## src/rtl/rvv_backend_mul_rs_fifo_pkg.sv

```systemverilog
`default_nettype none
// ============================================================================
// Module   : rvv_backend_mul_rs_fifo_pkg
// Brief    : Shared MUL/MAC reservation-station types, sizes and helpers.
// Revision : 1.0
// ============================================================================
package rvv_backend_mul_rs_fifo_pkg;

    localparam int NUM_MUL      = 2;
    localparam int MUL_RS_DEPTH = 8;

    typedef struct packed {
        logic [3:0]  rob_entry;
        logic [5:0]  funct6;
        logic [2:0]  vsew;
        logic        vm;
        logic [31:0] vs1_data;
        logic [31:0] vs2_data;
        logic [31:0] vd_data;
    } MUL_RS_t;

    // In-order slot acceptance: slot1 only ever rides along with slot0.
    function automatic logic [1:0] slot_accept(
        input logic [1:0] req,
        input logic       room0,
        input logic       room1
    );
        return {req[1] & req[0] & room1, req[0] & room0};
    endfunction

endpackage
`default_nettype wire

```

## src/rtl/rvv_backend_mul_rs_fifo_if.sv

```systemverilog
`default_nettype none
// ============================================================================
// Module   : rvv_backend_mul_rs_fifo_if
// Brief    : Dispatch / execute / flush bundle of the MUL reservation station.
// Revision : 1.0
// ============================================================================
interface rvv_backend_mul_rs_fifo_if
    import rvv_backend_mul_rs_fifo_pkg::*;
#(
    parameter int DEPTH = MUL_RS_DEPTH
) ();
    localparam int PTR_W = $clog2(DEPTH);

    logic                trap_flush_rvv;
    logic [NUM_MUL-1:0]  dp2rs_push;
    MUL_RS_t             dp2rs_uop_data [NUM_MUL];
    logic                rs2dp_fifo_full;
    logic                rs2dp_fifo_1left_to_full;
    MUL_RS_t             rs2ex_uop_data [NUM_MUL];
    logic                rs2ex_fifo_empty;
    logic                rs2ex_fifo_1left_to_empty;
    logic [NUM_MUL-1:0]  ex2rs_fifo_pop;
    logic [PTR_W:0]      rs_count;

    modport master (
        output trap_flush_rvv, dp2rs_push, dp2rs_uop_data, ex2rs_fifo_pop,
        input  rs2dp_fifo_full, rs2dp_fifo_1left_to_full, rs2ex_uop_data,
               rs2ex_fifo_empty, rs2ex_fifo_1left_to_empty, rs_count
    );

    modport slave (
        input  trap_flush_rvv, dp2rs_push, dp2rs_uop_data, ex2rs_fifo_pop,
        output rs2dp_fifo_full, rs2dp_fifo_1left_to_full, rs2ex_uop_data,
               rs2ex_fifo_empty, rs2ex_fifo_1left_to_empty, rs_count
    );
endinterface
`default_nettype wire

```

## src/rtl/rvv_backend_fifo_ptr_ctrl.sv

```systemverilog
`default_nettype none
// ============================================================================
// Module   : rvv_backend_fifo_ptr_ctrl
// Brief    : Generic 2-in/2-out FIFO pointer, occupancy and flag manager.
// Revision : 1.0
// ============================================================================
module rvv_backend_fifo_ptr_ctrl
    import rvv_backend_mul_rs_fifo_pkg::*;
#(
    parameter int DEPTH = MUL_RS_DEPTH,
    parameter int PTR_W = $clog2(DEPTH)
) (
    input  wire logic             clk,
    input  wire logic             rst,
    input  wire logic             i_flush,
    input  wire logic [1:0]       i_push,
    input  wire logic [1:0]       i_pop,
    output logic      [1:0]       o_push_acc,
    output logic      [1:0]       o_pop_acc,
    output logic      [PTR_W-1:0] o_wptr,
    output logic      [PTR_W-1:0] o_rptr,
    output logic      [PTR_W:0]   o_count,
    output logic                  o_full,
    output logic                  o_1left_to_full,
    output logic                  o_empty,
    output logic                  o_1left_to_empty
);
    localparam logic [PTR_W:0] c_DEPTH_CNT = (PTR_W+1)'(DEPTH);
    localparam logic [PTR_W:0] c_DEPTH_M1  = (PTR_W+1)'(DEPTH - 1);
    localparam logic [PTR_W:0] c_DEPTH_M2  = (PTR_W+1)'(DEPTH - 2);
    localparam logic [PTR_W:0] c_ONE       = (PTR_W+1)'(1);
    localparam logic [PTR_W:0] c_TWO       = (PTR_W+1)'(2);

    logic [PTR_W-1:0] r_wptr, r_rptr, w_wptr_nxt, w_rptr_nxt;
    logic [PTR_W:0]   r_count, w_count_nxt, w_n_push, w_n_pop;
    logic [1:0]       w_push_acc, w_pop_acc;

    // Acceptance looks only at registered count: no same-cycle pop-to-push bypass.
    assign w_push_acc = slot_accept(i_push, r_count != c_DEPTH_CNT, r_count <= c_DEPTH_M2)
                        & {2{~i_flush}};
    assign w_pop_acc  = slot_accept(i_pop, r_count != '0, r_count >= c_TWO)
                        & {2{~i_flush}};

    assign w_n_push = (PTR_W+1)'(w_push_acc[0]) + (PTR_W+1)'(w_push_acc[1]);
    assign w_n_pop  = (PTR_W+1)'(w_pop_acc[0])  + (PTR_W+1)'(w_pop_acc[1]);

    always_comb begin
        w_wptr_nxt  = r_wptr + w_n_push[PTR_W-1:0];
        w_rptr_nxt  = r_rptr + w_n_pop[PTR_W-1:0];
        w_count_nxt = r_count + w_n_push - w_n_pop;
        if (i_flush) begin
            w_wptr_nxt  = '0;
            w_rptr_nxt  = '0;
            w_count_nxt = '0;
        end
    end

    always_ff @(posedge clk) begin
        if (rst) begin
            r_wptr  <= '0;
            r_rptr  <= '0;
            r_count <= '0;
        end else begin
            r_wptr  <= w_wptr_nxt;
            r_rptr  <= w_rptr_nxt;
            r_count <= w_count_nxt;
        end
    end

    assign o_push_acc       = w_push_acc;
    assign o_pop_acc        = w_pop_acc;
    assign o_wptr           = r_wptr;
    assign o_rptr           = r_rptr;
    assign o_count          = r_count;
    assign o_full           = (r_count == c_DEPTH_CNT);
    assign o_1left_to_full  = (r_count == c_DEPTH_M1);
    assign o_empty          = (r_count == '0);
    assign o_1left_to_empty = (r_count == c_ONE);

    a_count_bound: assert property (@(posedge clk) disable iff (rst) r_count <= c_DEPTH_CNT);

endmodule
`default_nettype wire

```

## src/rtl/rvv_backend_mul_rs_fifo.sv

```systemverilog
`default_nettype none
// ============================================================================
// Module   : rvv_backend_mul_rs_fifo
// Brief    : MUL/MAC reservation-station FIFO, 2 pushes and 2 pops per cycle.
// Revision : 1.0
// ============================================================================
module rvv_backend_mul_rs_fifo
    import rvv_backend_mul_rs_fifo_pkg::*;
#(
    parameter int DEPTH          = MUL_RS_DEPTH,
    parameter bit STRICT_REQ_CHK = 1'b1
) (
    input  wire logic                  clk,
    input  wire logic                  rst,
    rvv_backend_mul_rs_fifo_if.slave   mif
);
    localparam int PTR_W = $clog2(DEPTH);

    MUL_RS_t          r_storage [DEPTH];
    logic [PTR_W-1:0] w_wptr, w_rptr, w_wptr1, w_rptr1;
    logic [PTR_W:0]   w_count;
    logic [1:0]       w_push_acc, w_pop_acc;

    rvv_backend_fifo_ptr_ctrl #(
        .DEPTH (DEPTH),
        .PTR_W (PTR_W)
    ) u_ptr_ctrl (
        .clk              (clk),
        .rst              (rst),
        .i_flush          (mif.trap_flush_rvv),
        .i_push           (mif.dp2rs_push),
        .i_pop            (mif.ex2rs_fifo_pop),
        .o_push_acc       (w_push_acc),
        .o_pop_acc        (w_pop_acc),
        .o_wptr           (w_wptr),
        .o_rptr           (w_rptr),
        .o_count          (w_count),
        .o_full           (mif.rs2dp_fifo_full),
        .o_1left_to_full  (mif.rs2dp_fifo_1left_to_full),
        .o_empty          (mif.rs2ex_fifo_empty),
        .o_1left_to_empty (mif.rs2ex_fifo_1left_to_empty)
    );

    // Pointer-width arithmetic gives the mod-DEPTH wrap for slot1.
    assign w_wptr1 = w_wptr + PTR_W'(1);
    assign w_rptr1 = w_rptr + PTR_W'(1);

    always_ff @(posedge clk) begin
        if (rst) begin
            for (int i = 0; i < DEPTH; i++) begin
                r_storage[i] <= '0;
            end
        end else begin
            if (w_push_acc[0]) r_storage[w_wptr]  <= mif.dp2rs_uop_data[0];
            if (w_push_acc[1]) r_storage[w_wptr1] <= mif.dp2rs_uop_data[1];
        end
    end

    assign mif.rs2ex_uop_data[0] = r_storage[w_rptr];
    assign mif.rs2ex_uop_data[1] = r_storage[w_rptr1];
    assign mif.rs_count          = w_count;

    generate
        if (STRICT_REQ_CHK) begin : g_req_chk
            a_push_order: assert property (@(posedge clk) disable iff (rst)
                mif.dp2rs_push != 2'b10);
            a_push_room: assert property (@(posedge clk) disable iff (rst || mif.trap_flush_rvv)
                w_push_acc == {mif.dp2rs_push[1] & mif.dp2rs_push[0], mif.dp2rs_push[0]});
            a_pop_order: assert property (@(posedge clk) disable iff (rst)
                mif.ex2rs_fifo_pop != 2'b10);
            a_pop_avail: assert property (@(posedge clk) disable iff (rst || mif.trap_flush_rvv)
                w_pop_acc == {mif.ex2rs_fifo_pop[1] & mif.ex2rs_fifo_pop[0], mif.ex2rs_fifo_pop[0]});
        end
    endgenerate

endmodule
`default_nettype wire

```

## src/flat_wrapper.sv

```systemverilog
// flat-port wrapper written by rule: the top's interface ports become plain ports
module rvv_backend_mul_rs_fifo_flat import rvv_backend_mul_rs_fifo_pkg::*;
#(
    parameter int DEPTH          = MUL_RS_DEPTH,
    parameter bit STRICT_REQ_CHK = 1'b1
)
  (clk, rst, mif_trap_flush_rvv, mif_dp2rs_push, mif_dp2rs_uop_data, mif_ex2rs_fifo_pop, mif_rs2dp_fifo_full, mif_rs2dp_fifo_1left_to_full, mif_rs2ex_uop_data, mif_rs2ex_fifo_empty, mif_rs2ex_fifo_1left_to_empty, mif_rs_count);
  rvv_backend_mul_rs_fifo_if #(.DEPTH(DEPTH)) mif_i ();
  input  wire logic clk;
  input  wire logic rst;
  input wire logic [$bits(mif_i.trap_flush_rvv)-1:0] mif_trap_flush_rvv;
  input wire logic [$bits(mif_i.dp2rs_push)-1:0] mif_dp2rs_push;
  input wire logic [$bits(mif_i.dp2rs_uop_data)-1:0] mif_dp2rs_uop_data;
  input wire logic [$bits(mif_i.ex2rs_fifo_pop)-1:0] mif_ex2rs_fifo_pop;
  output wire logic [$bits(mif_i.rs2dp_fifo_full)-1:0] mif_rs2dp_fifo_full;
  output wire logic [$bits(mif_i.rs2dp_fifo_1left_to_full)-1:0] mif_rs2dp_fifo_1left_to_full;
  output wire logic [$bits(mif_i.rs2ex_uop_data)-1:0] mif_rs2ex_uop_data;
  output wire logic [$bits(mif_i.rs2ex_fifo_empty)-1:0] mif_rs2ex_fifo_empty;
  output wire logic [$bits(mif_i.rs2ex_fifo_1left_to_empty)-1:0] mif_rs2ex_fifo_1left_to_empty;
  output wire logic [$bits(mif_i.rs_count)-1:0] mif_rs_count;
  assign mif_i.trap_flush_rvv = mif_trap_flush_rvv;
  assign mif_i.dp2rs_push = mif_dp2rs_push;
  assign mif_i.dp2rs_uop_data = {>>{mif_dp2rs_uop_data}};
  assign mif_i.ex2rs_fifo_pop = mif_ex2rs_fifo_pop;
  assign mif_rs2dp_fifo_full = mif_i.rs2dp_fifo_full;
  assign mif_rs2dp_fifo_1left_to_full = mif_i.rs2dp_fifo_1left_to_full;
  assign mif_rs2ex_uop_data = {>>{mif_i.rs2ex_uop_data}};
  assign mif_rs2ex_fifo_empty = mif_i.rs2ex_fifo_empty;
  assign mif_rs2ex_fifo_1left_to_empty = mif_i.rs2ex_fifo_1left_to_empty;
  assign mif_rs_count = mif_i.rs_count;
  rvv_backend_mul_rs_fifo #(.DEPTH(DEPTH), .STRICT_REQ_CHK(STRICT_REQ_CHK)) u_core (.clk(clk), .rst(rst), .mif(mif_i));
endmodule
```

## config.mk

```make
export PLATFORM = sky130hd
export DESIGN_NAME = rvv_backend_mul_rs_fifo_flat
export DESIGN_NICKNAME = d
export VERILOG_FILES = /design/src/rtl/rvv_backend_mul_rs_fifo_pkg.sv /design/src/rtl/rvv_backend_mul_rs_fifo_if.sv /design/src/rtl/rvv_backend_fifo_ptr_ctrl.sv /design/src/rtl/rvv_backend_mul_rs_fifo.sv /design/src/flat_wrapper.sv
export SDC_FILE = /design/constraint.sdc
export NUM_CORES = 2
export LEC_CHECK = 0
export CELL_PAD_IN_SITES_DETAIL_PLACEMENT = 0
export CELL_PAD_IN_SITES_GLOBAL_PLACEMENT = 2
export CORE_MARGIN = 4
export CORE_UTILIZATION = 47
export DETAILED_ROUTE_END_ITERATION = 10
export HOLD_SLACK_MARGIN = 0.15
export PLACE_DENSITY = 0.92
export SLEW_MARGIN = 20
export SYNTH_ARGS = -nofsm -noshare
export SYNTH_HDL_FRONTEND = slang
export SYNTH_SLANG_ARGS = --single-unit
```

## constraint.sdc

```tcl
create_clock -name clk -period 13.3 [get_ports clk]
set_input_delay 2.66 -clock clk [delete_from_list [all_inputs] [get_ports clk]]
set_output_delay 2.66 -clock clk [all_outputs]
set_load 0.01 [all_outputs]
```

==> results.tsv <==
stage	metric	value	unit
outcome	status	finished, final reports clean	
yosys	Seq cells post-synth	890	
clocking	TritonCTS Buffers	97	
worst_setup_path	CP startpoint kind	flip-flop	
yosys	Commonest cells post-synth	edfxtp_1 (880), a32o_1 (801), mux4_2 (440)	
yosys	Seq/Total Area, Yosys	51.2	%
route	Pre-antenna DRT Iters	8	
yosys	Synth Warn #	0	
pwr	power per cell area	119	nW/um^2
pwr	maximum VDD drop	0.0000903	V
finish	design area	59300	sq um
yosys	cell with the most instances after synthesis	edfxtp_1	
sta	clk_skew	0.0240	ns
sta	unrepaired setup endpoints after global routing	false	
yosys	Synth cell types	39	
sta	Period minus WS final	8.16	ns
finish	synth-to-layout area growth	14.0	%
yosys	synthesized area per cell	15.8	sq um
finish	Final #Nets	3532	
sta	total negative slack	0	ns
sta	Least-Margin Pin Slew	1.16	ns
floorplan	DIE AREA	116000	sq um
placed_design	RePlAce Congestion	0.803	
worst_hold_path	hold crit path type	flip-flop to flip-flop	
clocking	post-cts resize count	0	
sta	Tcrit/Tclk final	61.4	%
sta	hold_ws	0.693	ns
floorplan	die height	341	um
finish	fin util	54.2	%
pwr	Sw Ratio	26.1	%
global_route	vias in the first global route	37700	
global_route	GRT Overall Usage	29.7	%
sta	Final Hold Viols	0	
worst_setup_path	Crit Path Max Fanout	60	
finish	layout cells sized above 1	26.5	%
clocking	Clk pin slew, worst setup/hold paths	0.06	ns
yosys	Synth Flop Type	edfxtp_1	
worst_setup_path	WP data arrival	5.50	ns
yosys	largest cells by area after synthesis	edfxtp_1 (51%), mux4_2 (19%), a32o_1 (15%)	
clocking	H-tree Lvls	3	
yosys	leading area contributor after synthesis	edfxtp_1	
clocking	CTS root buf	clkbuf_16	
pwr	leakage power	18.9	nW
floorplan	Core Region	109000	sq um
global_route	first-pass GRT wire length	258000	um
route	vias per cell	7.62	
sta	Fmax	0.123	GHz
route	final antenna-violating net count	0	
placed_design	Placed Area	56200	sq um
yosys	Synth top area share	50.8	%
pwr	sequential share of power	46.7	%
floorplan	Die Wd	341	um
route	wirelength, routed	176000	um
global_route	Remaining Overflow, GRT	0	
global_route	largest net degree at the start of global routing	200	
yosys	number of flops mapped to enable cells by yosys	880	
sta	Max Slew Vio Count	0	
floorplan	I/O pins	455	
route	WL/cell	36.2	um
yosys	syn_nets	3531	
clocking	later-pin clock latency in the skew report	0.67	ns
floorplan	initial core utilization	47.6	%
worst_setup_path	crit path kind	flip-flop to primary output	
route	drc violations	0	
worst_setup_path	CP Capture Type	primary output	
floorplan	row count	121	
worst_setup_path	Worst EP required	10.64	ns
clocking	CTS tree	built	
sta	Slew headroom	22.5	%
yosys	Async SR Flop Fraction	0	%
clocking	Num Clock Sinks	890	
pwr	Int Pwr	0.00520	W
clocking	post-CTS setup buffers	0	
sta	setup violators final	0	
global_route	number of antenna violations at the first check in global routing	38	
clocking	hold buffers post-CTS	0	
route	Initial DRC Count	5481	
route	DR vias	37100	
flow_run	max_cap viols	0	
clocking	CTS Buffer Depth	3	
placed_design	DPL Wire Length	96800	um
yosys	Post-Syn Area	52000	sq um
pwr	Clk pwr share	37.9	%
pwr	Comb power frac	15.4	%
placed_design	# port buffers	454	
yosys	Mapped Cells	3287	
pwr	Net Sw Power	0.00183	W
## cell usage in the layout (no fill, tap or decap), types with 6 or more instances in the layout
master / n
clkbuf_16: 103
a32o_1: 801
bufinv_16: 6
and3_4: 8
inv_1: 149
ha_1: 12
clkdlybuf4s50_1: 454
dfxtp_1: 7
mux2_2: 220
clkbuf_1: 20
and2_1: 6
diode_2: 26
edfxtp_1: 880
mux4_2: 440
o32ai_1: 79
clkinv_1: 26
a211o_4: 8
clkinv_2: 15
buf_4: 62
## metrics by stage
stage | setup slack (ns) | std cells | power (W)
after floorplan | 6.90 | 3287 | 0.00395
after global placement | 5.87 | 4664 | 0.00440
after detailed placement | 5.77 | 4665 | 0.00441
after CTS | 5.03 | 4841 | 0.00705
after global routing | 4.77 | 4862 | 0.00724
final | 5.14 | 4867 | 0.00703
## flip-flops by register name, indices dropped and copies added, names as in the netlist
| signal | count |
|---|---|
| u_core.u_ptr_ctrl.o_wptr | 3 |
| u_core.u_ptr_ctrl.o_rptr | 3 |
| u_core.r_storage | 880 |
| u_core.u_ptr_ctrl.o_count | 4 |
## area by class of cell
type / count / area [sq um]
antenna: 26 / 65.1
inverter: 149 / 559
multi-input combinational: 1628 / 22100
sequential: 890 / 26600
clock inverter: 53 / 399
clock buffer: 123 / 2650
tap: 1476 / 1850
timing repair buffer: 522 / 5120
fill: 8631 / 50100
## power by group through the flow
| stage | combinational [W] | clock, W | sequential (W) |
|---|---|---|---|
| 2_1_floorplan | 0.000638 | 0 | 0.00331 |
| 3_5_place_dp | 0.00107 | 0 | 0.00334 |
| 3_3_place_gp | 0.00107 | 0 | 0.00333 |
| 6_report | 0.00108 | 0.00267 | 0.00328 |
| 5_1_grt | 0.00113 | 0.00281 | 0.00329 |
| 4_1_cts | 0.00108 | 0.00269 | 0.00328 |
## critical path: stages (launching register included)
cell	delay [ns]
dfxtp_4	0.88
buf_4	0.89
buf_4	0.84
buf_4	0.65
mux4_2	0.59
mux2_2	0.30
clkdlybuf4s50_1	0.49
## cells by family after synthesis
| logic type | Yosys count | share of synthesized area, % |
|---|---|---|
| AO/OA/AOI/OAI | 891 | 16.9 |
| XOR/XNOR | 6 | 0.101 |
| adder cells (fa/ha/maj) | 17 | 0.466 |
| buffers and inverters | 769 | 6.83 |
| flip-flops | 890 | 51.2 |
| multiplexers | 661 | 23.8 |
| AND/OR/NAND/NOR | 53 | 0.721 |
## worst paths after layout
kind | from | cells after the start | end | slack [ns]
worst max-delay path | u_core.u_ptr_ctrl.o_rptr[0] | 6 | mif_rs2ex_uop_data[21] | 5.14
worst min-delay path | u_core.u_ptr_ctrl.o_wptr[2] | 2 | u_core.u_ptr_ctrl.o_wptr[2] | 0.69
worst max register to register | u_core.u_ptr_ctrl.o_count[2] | 6 | u_core.r_storage[3][31] | 8.52
worst min register to register | u_core.u_ptr_ctrl.o_wptr[2] | 2 | u_core.u_ptr_ctrl.o_wptr[2] | 0.69
## routing by layer
metal  global-route usage, %  up-vias  wire length, um
met2                    47.9     2904            84700
met3                    6.52      415            20400
li1                        -    14400                -
met5                       0        -              149
met4                    13.2       20             7420
met1                    38.7    19300            63400
Power figures use the tool's default switching activity.
